File: config.mk
export PLATFORM = sky130hd
export DESIGN_NAME = pc_fetch_sequencer
export DESIGN_NICKNAME = d
export VERILOG_FILES = /design/src/rtl/pc_fetch_sequencer.sv
export SDC_FILE = /design/constraint.sdc
export NUM_CORES = 1
export LEC_CHECK = 0
export ABC_AREA = 1
export CORE_MARGIN = 2
export CORE_UTILIZATION = 35
export CTS_BUF_LIST = sky130_fd_sc_hd__clkbuf_16
export CTS_CLUSTER_DIAMETER = 60
export DETAILED_ROUTE_END_ITERATION = 8
export PLACE_DENSITY = 0.74
export SYNTH_ARGS = -nofsm -noshare
export SYNTH_HDL_FRONTEND = slang
export SYNTH_SLANG_ARGS = --single-unit
File: constraint.sdc
create_clock -name clk -period 3.45 [get_ports clk]
set_input_delay 0.69 -clock clk [delete_from_list [all_inputs] [get_ports clk]]
set_output_delay 0.69 -clock clk [all_outputs]
set_load 0.01 [all_outputs]
File: src/rtl/pc_fetch_sequencer.sv
// pc_fetch_sequencer: owns the PC, issues one fetch at a time and buffers the word for decode
module pc_fetch_sequencer #(
    parameter int              XLEN     = 32,
    parameter logic [XLEN-1:0] RESET_PC = '0,
    parameter logic [XLEN-1:0] TRAP_VEC = XLEN'(32'h0000_0100)
) (
    input  logic            clk,
    input  logic            rst,
    output logic            imem_req_valid,
    input  logic            imem_req_ready,
    output logic [XLEN-1:0] imem_req_addr,
    input  logic            imem_rsp_valid,
    input  logic [31:0]     imem_rsp_data,
    input  logic            redirect_valid,
    input  logic [XLEN-1:0] redirect_target,
    output logic            if_valid,
    input  logic            if_ready,
    output logic [31:0]     if_instr,
    output logic [XLEN-1:0] if_pc,
    output logic            misalign_err,
    output logic [31:0]     fetch_count
);
    typedef enum logic [2:0] {IDLE, REQ, WAIT, HOLD, DROP} state_t;

    state_t          state, state_d;
    logic [XLEN-1:0] pc, pc_d, if_pc_d;
    logic [31:0]     if_instr_d, fetch_count_d;
    logic            misalign_d, redir, misaligned, capture, xfer;

    assign imem_req_valid = state == REQ;
    assign imem_req_addr  = pc;
    assign if_valid       = state == HOLD;

    // Next state and datapath: redirects outrank everything except the IDLE start-up cycle
    always_comb begin
        redir         = redirect_valid && state != IDLE;
        misaligned    = redirect_target[1:0] != 2'b00;
        capture       = state == WAIT && imem_rsp_valid && !redir;
        xfer          = state == HOLD && if_ready;
        misalign_d    = redir && misaligned;
        if_instr_d    = capture ? imem_rsp_data : if_instr;
        if_pc_d       = capture ? pc : if_pc;
        fetch_count_d = xfer ? fetch_count + 32'd1 : fetch_count;
        pc_d          = redir ? (misaligned ? TRAP_VEC : redirect_target) :
                        xfer  ? pc + XLEN'(4) : pc;
        state_d       = state;
        case (state)
            IDLE:    state_d = REQ;
            REQ:     state_d = imem_req_ready ? (redir ? DROP : WAIT) : REQ;
            WAIT:    state_d = imem_rsp_valid ? (redir ? REQ : HOLD) : (redir ? DROP : WAIT);
            HOLD:    state_d = (redir || if_ready) ? REQ : HOLD;
            DROP:    state_d = (imem_rsp_valid && !redir) ? REQ : DROP;
            default: state_d = IDLE;
        endcase
    end

    // State and datapath registers with asynchronous active-low reset
    always_ff @(posedge clk or negedge rst) begin
        if (!rst) begin
            state        <= IDLE;
            pc           <= RESET_PC;
            if_instr     <= '0;
            if_pc        <= '0;
            misalign_err <= 1'b0;
            fetch_count  <= '0;
        end else begin
            state        <= state_d;
            pc           <= pc_d;
            if_instr     <= if_instr_d;
            if_pc        <= if_pc_d;
            misalign_err <= misalign_d;
            fetch_count  <= fetch_count_d;
        end
    end
endmodule

-- Yosys cells after proc, flatten, opt, wreduce, memory -nomap -nowiden
Cells that the tools add are included.
- $add $sub $neg: 2
- equal/unequal tests: 4
- muxes and demuxes: 10
- reduce and logical (&&, ||, !) cells: 12
- operator list (kind ; count):
    $mux 32 ; 3
    $add 32x1->32 const B ; 1
    $add 32x3->32 const B ; 1
    $pmux 3 s5 ; 1
    $mux 3 ; 4
    $eq 3x2->1 const B ; 2
    $logic_and 1x1->1 ; 6
    $mux 2 ; 2
    $reduce_bool 2->1 ; 2
    $eq 3x1->1 const B ; 1
    $eq 3x3->1 const B ; 1
    $logic_not 3->1 ; 1
    $reduce_bool 3->1 ; 1
    $logic_not 1->1 ; 1
    $logic_or 1x1->1 ; 1
- flip-flop bits (word level): 132
- input port bits: 70
- output and inout bits: 131
- word-level logic and storage cells: 34

-- Depth between registers and ports, before layout
Gate-level depths: netlist (run 1).
- word-level depth: 6
- mapped depth: 10
- depth with buffers taken out: 10

-- Least setup slack after synthesis (run 1)
OpenSTA, ideal clock, no wires.
- path kind: input -> register
- from: in if_ready
- to: reg fetch_count[24]
- setup time: 118 ps
- arrival: 1501 ps
- data required time: 3332 ps
- path slack: 1831 ps
- stages: 8
- path buffers: 1
- cells stage by stage: nand2_2 > nor2_4 > buf_6 > nand2_1 > nor2_4 > nand2_1 > xor2_1 > inv_1
- word-level cells in the longest chain between the ends: 1
- RTL lines (element ; line ; source):
    start: declaration ; 17 ; input logic if_ready,
    $logic_and 1x1->1 ; 39 ; xfer = state == HOLD && if_ready;
    end signal: assignment ; 72 ; fetch_count <= fetch_count_d;
    end: declaration ; 21 ; output logic [31:0] fetch_count
Every way passes these cells.
A chain may end at the register's enable or synchronous reset.

-- Final worst setup path (run 1)
- from: reg state[2]
- to: out if_valid
- word-level cells in the longest chain between the ends: 1
- RTL lines (element ; line ; source):
    start: declaration ; 25 ; state_t state, state_d;
    start signal: assignment ; 67 ; state <= state_d;
    $eq 3x2->1 ; 32 ; assign if_valid = state == HOLD;
    end: declaration ; 16 ; output logic if_valid,
Every way passes these cells.

==> results of run 1 <==
[cells by family (layout without fill, tap and decap cells)]
kind of cell               count (synthesis)  after routing  share of synthesized area, %
DFF                                      132            132                          49.3
AOI/OAI and AO/OA                         95             95                          7.58
adders and majority gates                  2              2                         0.373
and+or+nand+nor                          524            524                          33.1
xor gates and xnor gates                  21             21                          2.74
buffers and inverters                    107            316                          6.90
[critical path, cell delays in order (launching register included)]
cell	delay [ns]
dfrtp_1	0.36
inv_1	0.13
nand2_1	0.17
nor2_1	0.20
clkdlybuf4s50_1	0.56
[state kept, by name (all words and copies together) (netlist names)]
signal	flops
fetch_count	32
if_instr	32
if_pc	32
imem_req_addr	32
state	3
misalign_err	1
[layer usage]
metal / wire [um] / up-vias
met5: 0 / -
met2: 9600 / 209
met3: 1170 / 28
met4: 366 / 0
li1: - / 3194
met1: 8990 / 3093
[per-stage QoR]
stage | setup WS [ns] | util [%] | instances | hold slack [ns]
floorplan | 1.83 | - | 881 | 0.394
global placement | 0.794 | 47.6 | 1294 | 0.453
detailed placement | 0.827 | 47.6 | 1294 | 0.459
CTS | 0.921 | 50.3 | 1324 | 0.307
global route | 0.803 | 50.3 | 1324 | 0.331
finish | 0.927 | 50.3 | 1324 | 0.278
[placed cells by master (no fill, tap or decap), types with 11 or more instances in the layout]
master             n
nor2_1            92
dfrtp_1          132
o21ai_0           35
xor2_1            11
a21oi_1           36
nand2_1          299
nand3_1           95
clkbuf_16         17
inv_1             78
clkdlybuf4s50_1  199
[cells in the mapped netlist (all sizes together), types with 3 or more instances]
master    n
a21oi    36
a22oi     9
a31oi     3
buf      25
clkbuf    5
dfrtp   132
inv      77
nand2   304
nand3    97
nand3b    3
nor2    105
nor3     10
o21ai    45
xnor2    10
xor2     11
[worst min-delay path by stage]
| stage | start | end | slack [ns] | depth (start not counted) |
|---|---|---|---|---|
| floorplan | rst | fetch_count[0] | 0.39 | 0 |
| global placement | if_instr[16] | if_instr[16] | 0.45 | 2 |
| detailed placement | if_instr[7] | if_instr[7] | 0.46 | 2 |
| CTS | rst | imem_req_addr[6] | 0.31 | 1 |
| global route | rst | misalign_err | 0.33 | 1 |
| finish | rst | misalign_err | 0.28 | 1 |
[layout make-up]
| cell class | count | area, um2 |
|---|---|---|
| inverters | 77 | 292 |
| well taps | 234 | 293 |
| clock inverters | 13 | 80.1 |
| repair buffers | 209 | 2100 |
| fillers | 1773 | 9330 |
| multi-input cells | 642 | 2950 |
| flip-flops and latches | 132 | 3300 |
| clock buffers | 17 | 425 |
[where the power goes]
part	internal [uW]	switching (uW)	leakage (uW)	total, uW
Sequential	2060	490	0.00169	2550
Clock	953	628	0.000267	1580
Combinational	1380	1460	0.00237	2840
Total	4400	2580	0.00433	6970
==> impl_metrics.json, run 1 <==
{
  "cts_tree": "built",
  "firstDrtPassIters": 5,
  "rsz0062_at_grt": "false",
  "max-slew-margin-rel_pct": 55.2,
  "grt-ovfl-total": 0,
  "routed_via_density": 4.93,
  "grt_max_degree": 71,
  "core-area_um2": 18800,
  "hold_path_class": "input pin to async pin",
  "cts-root-buf": "clkbuf_16",
  "synthTopCellsByArea": "dfrtp_1 49%, nand2_1 17%, nand3_1 7.1%, nor2_1 5.3%, inv_1 4.1%",
  "endpoint": "if_valid",
  "track_usage_pct": 19.7,
  "worst_pin_slew_ns": 0.672,
  "grt_use_met1_pct": 26.3,
  "ys_seq_area_share_pct": 49.3,
  "n_antenna_cell": 0,
  "postCtsSetupBuffers": 0,
  "final-hold-violation-count": 0,
  "cts_buffer_depth": 2,
  "clk_latency_ns": 0.42,
  "crit_fanout": 5,
  "htreeDepth": 4,
  "use_met3_pct": 4.00,
  "place_hpwl_um": 14500,
  "dieWidth_um": 142,
  "wl_per_cell_um": 15.2,
  "dieArea_um2": 20300,
  "netlist_area_um2": 6710,
  "synth_cell_type_count": 32,
  "synth-main-ff-cell": "dfrtp_1",
  "drive_gt1_share_pct": 5.41,
  "cts-buffers-inserted": 17,
  "busiest_layer": "met2",
  "synth_top_area_share_pct": 49.3,
  "status": "finished, final reports clean",
  "place_area_um2": 8930,
  "power_uw": 6970,
  "area_delta_synth_final_pct": 40.8,
  "synth_edf_count": 0,
  "syn_nets": 953,
  "cp-start-kind": "register",
  "reg2reg_slack_ns": 1.44,
  "fin_setup_tns_ns": 0,
  "ios": 201,
  "cp-end-kind": "primary output",
  "clock_sinks": 132,
  "antenna_left": 0,
  "setup_viol": 0,
  "fin_skew_ns": 0.0120,
  "crit_required_ns": 2.76,
  "clk_pin_slew_worst_paths_ns": 0.05,
  "routed_wl_um": 20100,
  "reg2reg_from": "state[2]",
  "crit_start": "state[2]",
  "synth_seq_cells": 132,
  "final_area_um2": 9440,
  "yosysTopAreaCell": "dfrtp_1",
  "rr_worst_depth": 8,
  "p_leak_uw": 0.00433,
  "crit_type": "register to primary output",
  "timing.final.crit_period_ns": 2.52,
  "rows": 50,
  "synthCells": 881,
  "initial_utilization_pct": 35.7,
  "drt_iter0_markers": 524,
  "avgSynthCellArea_um2": 7.61,
  "antenna_found_initial": 0,
  "nNetsFinal": 1151,
  "postCtsResizedCells": 0,
  "first_global_vias": 6138,
  "ys_async_sr_fraction_pct": 100,
  "r2r_end": "imem_req_addr[30]",
  "drv_cap": 0,
  "arrival_ns": 1.83,
  "grt_pass1_wl_um": 31600,
  "drc_errors": 0,
  "holdBufCountCts": 0,
  "gp_congestion": 0.863,
  "yosys_warnings": 0,
  "fp.dieH_um": 142,
  "peakVddDrop_mv": 0.352,
  "slew_viol_final": 0,
  "fmax_mhz": 396,
  "powerDensity_nw_per_um2": 739,
  "fin_crit_sh_pct": 73.1,
  "numPortBuffers": 200,
  "met2_usage_pct": 32.2,
  "via_count": 6524
}
No activity file was read; power rests on OpenSTA's default activity.
==> run 2, diff against run 1 <==
--- a/config.mk
+++ b/config.mk
@@ -11,7 +11,7 @@
 export CTS_BUF_LIST = sky130_fd_sc_hd__clkbuf_16
 export CTS_CLUSTER_DIAMETER = 60
 export DETAILED_ROUTE_END_ITERATION = 8
-export PLACE_DENSITY = 0.74
+export PLACE_DENSITY = 0.77
 export SYNTH_ARGS = -nofsm -noshare
 export SYNTH_HDL_FRONTEND = slang
 export SYNTH_SLANG_ARGS = --single-unit
==> constraint.sdc (replaced) <==
create_clock -name clk -period 2 [get_ports clk]
set_input_delay 0.4 -clock clk [delete_from_list [all_inputs] [get_ports clk]]
set_output_delay 0.4 -clock clk [all_outputs]
set_load 0.01 [all_outputs]
==> run 2 against run 1 <==
Net effect:
- sequential share of layout area decreased by 0.99 points
- final area is 3.0% higher
- clock skew shrank 0.0011 ns
- core utilization increased by 1.5 points
- flip-flop and latch count is the same
- combinational power grew 81%
- global-route usage grew 0.20 points
- total power up 79%
- sequential power increased by 70%
- via count is 0.72% higher
- critical path type unchanged
- largest power group unchanged
- highest routed layer unchanged
==> impl_metrics.json, run 2 (same netlist as run 1, synthesis figures left out) <==
{
  "cp-start-kind": "register",
  "initial_utilization_pct": 35.7,
  "seq_power_share_pct": 34.7,
  "track_usage_pct": 19.9,
  "fin_skew_ns": 0.0109,
  "numPortBuffers": 200,
  "drt_iter0_markers": 435,
  "critPathTopFamily": "buffers and inverters",
  "routed_via_density": 4.88,
  "area_delta_synth_final_pct": 44.9,
  "gp_congestion": 0.884,
  "place_hpwl_um": 14600,
  "drc_errors": 0,
  "fin_util_pct": 51.8,
  "slew_viol_final": 0,
  "critPathMaxStageDelay_ns": 0.62,
  "fin_crit_sh_pct": 97.4,
  "clk_pin_slew_worst_paths_ns": 0.06,
  "drv_cap": 0,
  "fin_setup_tns_ns": 0,
  "worst_pin_slew_ns": 0.574,
  "arrival_ns": 1.55,
  "p_switching_uw": 4590,
  "worstPathCellList": "clkdlybuf4s50_1",
  "layout_common_cells": "299 x nand2_1, 197 x clkdlybuf4s50_1, 131 x dfrtp_1",
  "firstDrtPassIters": 7,
  "final_area_um2": 9720,
  "rows": 50,
  "htreeDepth": 4,
  "dieWidth_um": 142,
  "combPwrFrac_pct": 41.1,
  "dieArea_um2": 20300,
  "powerDensity_nw_per_um2": 1290,
  "fp.dieH_um": 142,
  "final-hold-violation-count": 0,
  "seq_area_um2": 3300,
  "wl_per_cell_um": 14.8,
  "cts-root-buf": "clkbuf_16",
  "crit_type": "register to primary output",
  "timing.final.crit_period_ns": 1.95,
  "peakVddDrop_mv": 0.678,
  "drive_gt1_share_pct": 7.91,
  "antenna_left": 0,
  "routed_wl_um": 19900,
  "hold_path_class": "register to register",
  "clk_latency_ns": 0.42,
  "antenna_found_initial": 0,
  "cp-end-kind": "primary output",
  "grt-ovfl-total": 0,
  "cp_num_buf_inv": 1,
  "p_leak_uw": 0.00447,
  "fmax_mhz": 513,
  "grt_pass1_wl_um": 32000,
  "crit_fanout": 6,
  "place_area_um2": 9130,
  "n_antenna_cell": 0,
  "clock_sinks": 132,
  "sw_frac_of_total_pct": 36.7,
  "grt_max_degree": 44,
  "cts-buffers-inserted": 17,
  "first_global_vias": 6461,
  "ios": 201,
  "rsz0062_at_grt": "false",
  "fillCellCount": 1764,
  "crit_slowest_cell": "clkdlybuf4s50_1",
  "nNetsFinal": 1171,
  "core-area_um2": 18800,
  "setup_viol": 0,
  "status": "finished, final reports clean",
  "crit_required_ns": 1.60,
  "internal_power_uw": 7930,
  "final_common_cell": "nand2_1",
  "cts_tree": "built",
  "power.share.clock_pct": 24.2,
  "finalHoldWorstSlack_ns": 0.470,
  "max-slew-margin-rel_pct": 61.4,
  "multi_input_area_um2": 2950,
  "cts_buffer_depth": 2,
  "via_count": 6571
}
run 2: final cells by class:
| class | count | share of cell area (%) |
|---|---|---|
| timing repair buffer | 229 | 23.8 |
| clock buffer | 17 | 4.38 |
| tap | 234 | 3.01 |
| sequential | 132 | 34.0 |
| multi-input combinational | 642 | 30.4 |
| inverter | 77 | 3.00 |
| clock inverter | 15 | 1.46 |
run 2: worst paths after layout:
kind | from | endpoint | slack (ns) | cells after the start
worst max-delay path | imem_req_addr[13] | imem_req_addr[13] | 0.05 | 1
worst min-delay path | if_instr[15] | if_instr[15] | 0.47 | 2
worst max register to register | imem_req_addr[2] | imem_req_addr[28] | 0.17 | 9
worst min register to register | if_instr[15] | if_instr[15] | 0.47 | 2
max in group asynchronous | rst | if_pc[25] | 0.89 | 3
min in group asynchronous | rst | imem_req_addr[10] | 0.48 | 2
run 2: per-layer routing:
layer / vias to the layer above / track usage [%] / share of wire [%]
met5: - / 0 / 0
met4: 0 / 7.76 / 2.7
met3: 36 / 4.85 / 7.7
met2: 268 / 32.3 / 47
met1: 3012 / 25.8 / 43
li1: 3255 / - / -
run 2: stage by stage:
step,std cells,power (uW),setup slack [ns]
floorplan,881,6690,0.449
global placement,1312,9390,0.0593
detailed placement,1312,9520,0.0381
CTS,1346,12600,0.0675
global route,1346,13300,0.0186
finish,1346,12500,0.0519
run 2: what timing repair did:
action	in CTS	in global routing
hold buffers	1	0
setup endpoints to repair	2	1
setup buffers	1	0
hold endpoints to repair	40	0
resized for setup	4	1
run 2: power by group through the flow:
stage	clock network [uW]	registers [uW]	logic [uW]
CTS	3080	4340	5180
floorplan	0	4640	2050
detailed placement	0	4380	5140
global placement	0	4340	5050
finish	3020	4340	5150
global route	3220	4460	5670
